==> config.mk <==
export PLATFORM = sky130hd
export DESIGN_NAME = alu_arbiter
export DESIGN_NICKNAME = d
export VERILOG_FILES = /design/src/rtl/alu_arbiter.sv
export SDC_FILE = /design/constraint.sdc
export NUM_CORES = 1
export LEC_CHECK = 0
export ABC_AREA = 1
export ABC_CLOCK_PERIOD_IN_PS = 1600
export CORE_MARGIN = 2
export CORE_UTILIZATION = 39
export CTS_BUF_LIST = sky130_fd_sc_hd__clkbuf_8
export DETAILED_ROUTE_END_ITERATION = 16
export PLACE_DENSITY = 0.78
export SETUP_SLACK_MARGIN = 0.15
export SYNTH_ARGS = -nofsm -noshare
export SYNTH_HDL_FRONTEND = slang
export SYNTH_SLANG_ARGS = --single-unit
==> constraint.sdc <==
create_clock -name clk -period 1.6 [get_ports clk]
set_clock_uncertainty 0.15 [all_clocks]
set_input_delay 0.32 -clock clk [delete_from_list [all_inputs] [get_ports clk]]
set_output_delay 0.32 -clock clk [all_outputs]
set_load 0.01 [all_outputs]
==> src/rtl/alu_arbiter.sv <==
// Two-port round-robin arbiter/sequencer in front of the shared ALU.
// Latches the winner's op, pulses alu_start, waits for done or timeout, then acks the owner.
module alu_arbiter #(
  parameter int TIMEOUT = 32
) (
  input  logic       clk,
  input  logic       reset,
  input  logic       req0,
  input  logic       req1,
  input  logic [1:0] op0,
  input  logic [1:0] op1,
  input  logic [7:0] a0,
  input  logic [7:0] a1,
  input  logic [7:0] b0,
  input  logic [7:0] b1,
  output logic       ack0,
  output logic       ack1,
  output logic [7:0] res0,
  output logic [7:0] res1,
  output logic       err0,
  output logic       err1,
  output logic       alu_start,
  output logic [1:0] alu_opcode,
  output logic [7:0] alu_a,
  output logic [7:0] alu_b,
  input  logic [7:0] alu_result,
  input  logic       alu_done,
  output logic       busy
);

  typedef enum logic [1:0] {IDLE, LAUNCH, WAIT, RESP} state_t;

  localparam logic [7:0] CNT_LAST = 8'(TIMEOUT - 1);

  state_t     state;
  logic       last;
  logic       owner;
  logic [7:0] cnt;
  logic [7:0] res_q;
  logic       err_q;
  logic       win;

  // Contention goes to the port that was not served last.
  assign win = (req0 & req1) ? ~last : req1;

  always_ff @(posedge clk or negedge reset) begin
    if (!reset) begin
      state      <= IDLE;
      last       <= 1'b1;
      owner      <= 1'b0;
      cnt        <= '0;
      alu_start  <= 1'b0;
      alu_opcode <= '0;
      alu_a      <= '0;
      alu_b      <= '0;
      res_q      <= '0;
      err_q      <= 1'b0;
    end else begin
      alu_start <= 1'b0;
      case (state)
        IDLE: begin
          if (req0 | req1) begin
            owner      <= win;
            last       <= win;
            cnt        <= '0;
            alu_opcode <= win ? op1 : op0;
            alu_a      <= win ? a1 : a0;
            alu_b      <= win ? b1 : b0;
            alu_start  <= 1'b1;
            state      <= LAUNCH;
          end
        end
        // done may still be asserted from the previous op, so it is not looked at here
        LAUNCH: state <= WAIT;
        WAIT: begin
          cnt <= cnt + 8'd1;
          if (alu_done) begin
            res_q <= alu_result;
            err_q <= 1'b0;
            state <= RESP;
          end else if (cnt == CNT_LAST) begin
            res_q <= '0;
            err_q <= 1'b1;
            state <= RESP;
          end
        end
        RESP:    state <= IDLE;
        default: state <= IDLE;
      endcase
    end
  end

  // Response outputs are decoded from registered state only.
  always_comb begin
    ack0 = (state == RESP) & ~owner;
    ack1 = (state == RESP) &  owner;
    res0 = ack0 ? res_q : 8'h00;
    res1 = ack1 ? res_q : 8'h00;
    err0 = ack0 & err_q;
    err1 = ack1 & err_q;
    busy = (state != IDLE);
  end

endmodule

==> flow_metrics.py <==
metrics = {
    "status": {
        "status": "finished with violations",
        "violations": "setup timing",
    },
    "setup_path": {
        "crit_type": "register to output pin",
        "cp_top_family": "flip-flops",
        "critPathCaptureType": "output pin",
        "rrSetupSlack_ps": -160,
        "worstPathArrival_ps": 1320,
        "crit_slowest_cell": "dfrtp_1",
        "cp.required_ps": 1130,
        "startpoint_type": "register",
        "path_cells": "ha_4 -> nand2_4 -> nor2_2 -> buf_2",
        "cp_max_fo": 5,
        "slowest_delay_ps": 410,
        "path_buf_inv": 1,
    },
    "sta": {
        "setup_ws_ps": -191.3,
        "min_period_over_period_pct": 112.0,
        "worst_pin_slew_ps": 324.4,
        "whs_ps": 299.4,
        "max_freq_ghz": 0.5583,
        "slew_violations": 0,
        "setup_violations": 49,
        "hold_violations": 0,
        "relSlewSlack_pct": 78.21,
        "rsz0062_at_grt": "yes",
        "setup-tns-final_ps": -4999,
        "period_minus_slack_ps": 1791,
    },
    "detailed_routing": {
        "wire_per_inst_um": 14.46,
        "drt.antenna.violating_nets": 0,
        "vias": 2321,
        "via_per_inst": 4.886,
        "drc": 0,
        "firstDrtPassIters": 4,
        "first_iter_violations": 126,
        "wirelength_um": 6867,
    },
    "synth": {
        "ys_types": 22,
        "syn-num-nets": 320,
        "synth_seq_cells": 40,
        "synth.avg_cell_area_um2": 7.766,
        "yosysWarnings": 0,
        "ys_seq_area_share_pct": 48.52,
        "synth_area_um2": 2066,
        "syn_inst": 266,
    },
    "cells_and_area": {
        "diodes": 0,
        "drive_gt1_share_pct": 42.22,
        "finish.utilization_pct": 76.75,
        "seq_area_um2": 1003,
        "final_cell_mix": "clkdlybuf4s50_1, nand2_1, dfrtp_1",
        "multi_input_area_um2": 1336,
        "area_delta_synth_final_pct": 89.76,
        "final_common_cell": "clkdlybuf4s50_1",
        "fill_cells": 334,
        "layout.nets": 458,
    },
    "placement": {
        "place_congestion": 0.8376,
        "place_ws_ps": -346.1,
        "port_buffers": 88,
        "place_hpwl_um": 3840,
    },
    "clock_network": {
        "insertion_delay_ps": 290,
        "cts_buffers": 5,
        "ctsRootBufferMaster": "clkbuf_8",
        "clockBufferDepth": 2,
        "cts_tree": "done",
        "htreeDepth": 2,
        "path_clk_slew_ps": 70,
        "clock_sinks": 40,
    },
    "power": {
        "p_sw_w": 0.002817,
        "ir_drop_mv": 1.032,
        "total_power_w": 0.006615,
        "p_int_w": 0.003798,
        "p_comb_share_pct": 63.2,
        "p_seq_share_pct": 27.3,
        "p_leak_nw": 1.823,
        "clockPowerShare_pct": 9.5,
        "power_density_nw_per_um2": 1688,
        "switching_share_pct": 42.59,
    },
    "global_route": {
        "antenna_found_initial": 0,
        "gr-usage-all-layers_pct": 20.88,
        "grt_start_max_net_pins": 20,
        "grt_pass1_vias": 2228,
        "grt_overflow": 0,
        "grt_pass1_wl_um": 9894,
    },
    "floorplan": {
        "row_count": 26,
        "dieHeight_um": 76.78,
        "start_util_pct": 40.45,
        "io_pins": 89,
        "core_um2": 5107,
        "die_area_um2": 5895,
        "die_w_um": 76.78,
    },
    "flow_run": {
        "drv_cap": 0,
    },
    "min_path": {
        "hp-class": "primary input to async pin",
    },
}
## final cells by class
cell class                      count  area share [%]
Clock inverter                      3          0.2873
Multi-Input combinational cell    192           34.09
Inverter                           30           3.639
Tap cell                           70           2.234
Clock buffer                        5           1.756
Timing Repair inverter              4          0.7980
Sequential cell                    40           25.60
Timing Repair Buffer              131           31.60
## kinds of logic (layout without fill, tap and decap cells)
| family | after synthesis | count (layout) | share of synthesized area [%] |
|---|---|---|---|
| buffers and inverters | 37 | 173 | 8.661 |
| XOR/XNOR | 1 | 1 | 0.4241 |
| adder cells (fa/ha/maj) | 5 | 5 | 3.028 |
| AND/OR/NAND/NOR | 133 | 136 | 25.98 |
| flip-flops | 40 | 40 | 48.52 |
| AO/OA/AOI/OAI | 50 | 50 | 13.39 |
## power by group through the flow
stage                     clock network, W  logic (W)  registers [W]
after floorplan                          0    0.00131        0.00179
after global placement                   0    0.00263        0.00168
after detailed placement                 0    0.00268        0.00169
after CTS                         0.000646    0.00306        0.00171
after global routing              0.000678    0.00453        0.00185
final                             0.000627    0.00418        0.00181
## metal layers
layer	track usage [%]	part of all wire (%)	routed length [um]	vias to the layer above
met4	6.909	1.5	106	0
met2	37.63	55	3778	77
met1	22.63	37	2569	1115
met5	0	0	0	-
met3	7.412	6.0	413	10
li1	-	-	-	1119
## worst reg2reg max path, cell delays in order, from the launching register on
cell and delay [ps]:
dfrtp_1 410, buf_6 140, inv_6 40, ha_4 160, buf_6 130, o21ai_4 100, buf_8 190, o21ai_4 110
a21oi_1 170, nor2_1 60
## sequential cells by signal, indices dropped and copies added, names as in the netlist
| register | cells |
|---|---|
| alu_a | 8 |
| alu_b | 8 |
| alu_opcode | 2 |
| alu_start | 1 |
| cnt | 8 |
| err_q | 1 |
| last | 1 |
| owner | 1 |
| res_q | 8 |
| state | 2 |
## synth_stat cells
library cell   n  area share (%)
nand4_1        2            0.61
ha_1           5             3.0
a21oi_1        5             1.2
o21ai_1       22             5.3
dfrtp_1       39              47
dfstp_2        1             1.3
nand2_2        2            0.61
buf_2          2            0.48
nor3_1         1            0.24
inv_1         27             4.9
nor2_2         1            0.30
inv_2          2            0.36
nor2_1        42             7.6
nand2_4        1            0.55
or2_2          1            0.30
o21ai_2        7             3.0
xor2_1         1            0.42
nand2_1       72              13
o21ai_0       16             3.9
clkinv_1       1            0.18
buf_6          5             2.7
nand3_1       11             2.7
## per-stage QoR
stage / std cells / area (um^2)
5_1_grt: 475 / 3920
2_1_floorplan: 266 / 2073
6_report: 475 / 3920
3_3_place_gp: 439 / 3146
4_1_cts: 460 / 3403
3_5_place_dp: 439 / 3146
## worst paths after layout
path | start | endpoint | cells after the start
max reg2reg | state[0]$_DFFE_PN0P_ | cnt[5]$_DFFE_PN0P_ | 9
min reg2reg | alu_a[5]$_DFFE_PN0P_ | alu_a[5]$_DFFE_PN0P_ | 2
min in group clk | alu_a[5]$_DFFE_PN0P_ | alu_a[5]$_DFFE_PN0P_ | 2
max in group asynchronous | reset | last$_DFFE_PN1P_ | 3
min | reset | alu_a[4]$_DFFE_PN0P_ | 2
max | state[0]$_DFFE_PN0P_ | res1[4] | 4
## what timing repair did
item,in CTS,in global routing
resized for setup,156,123
cloned,6,2
hold buffers,1,0
endpoints found under the hold margin,10,0
pin swaps,5,29
endpoints found under the setup margin,80,76
setup buffers,6,13
Power figures use the tool's default switching activity.
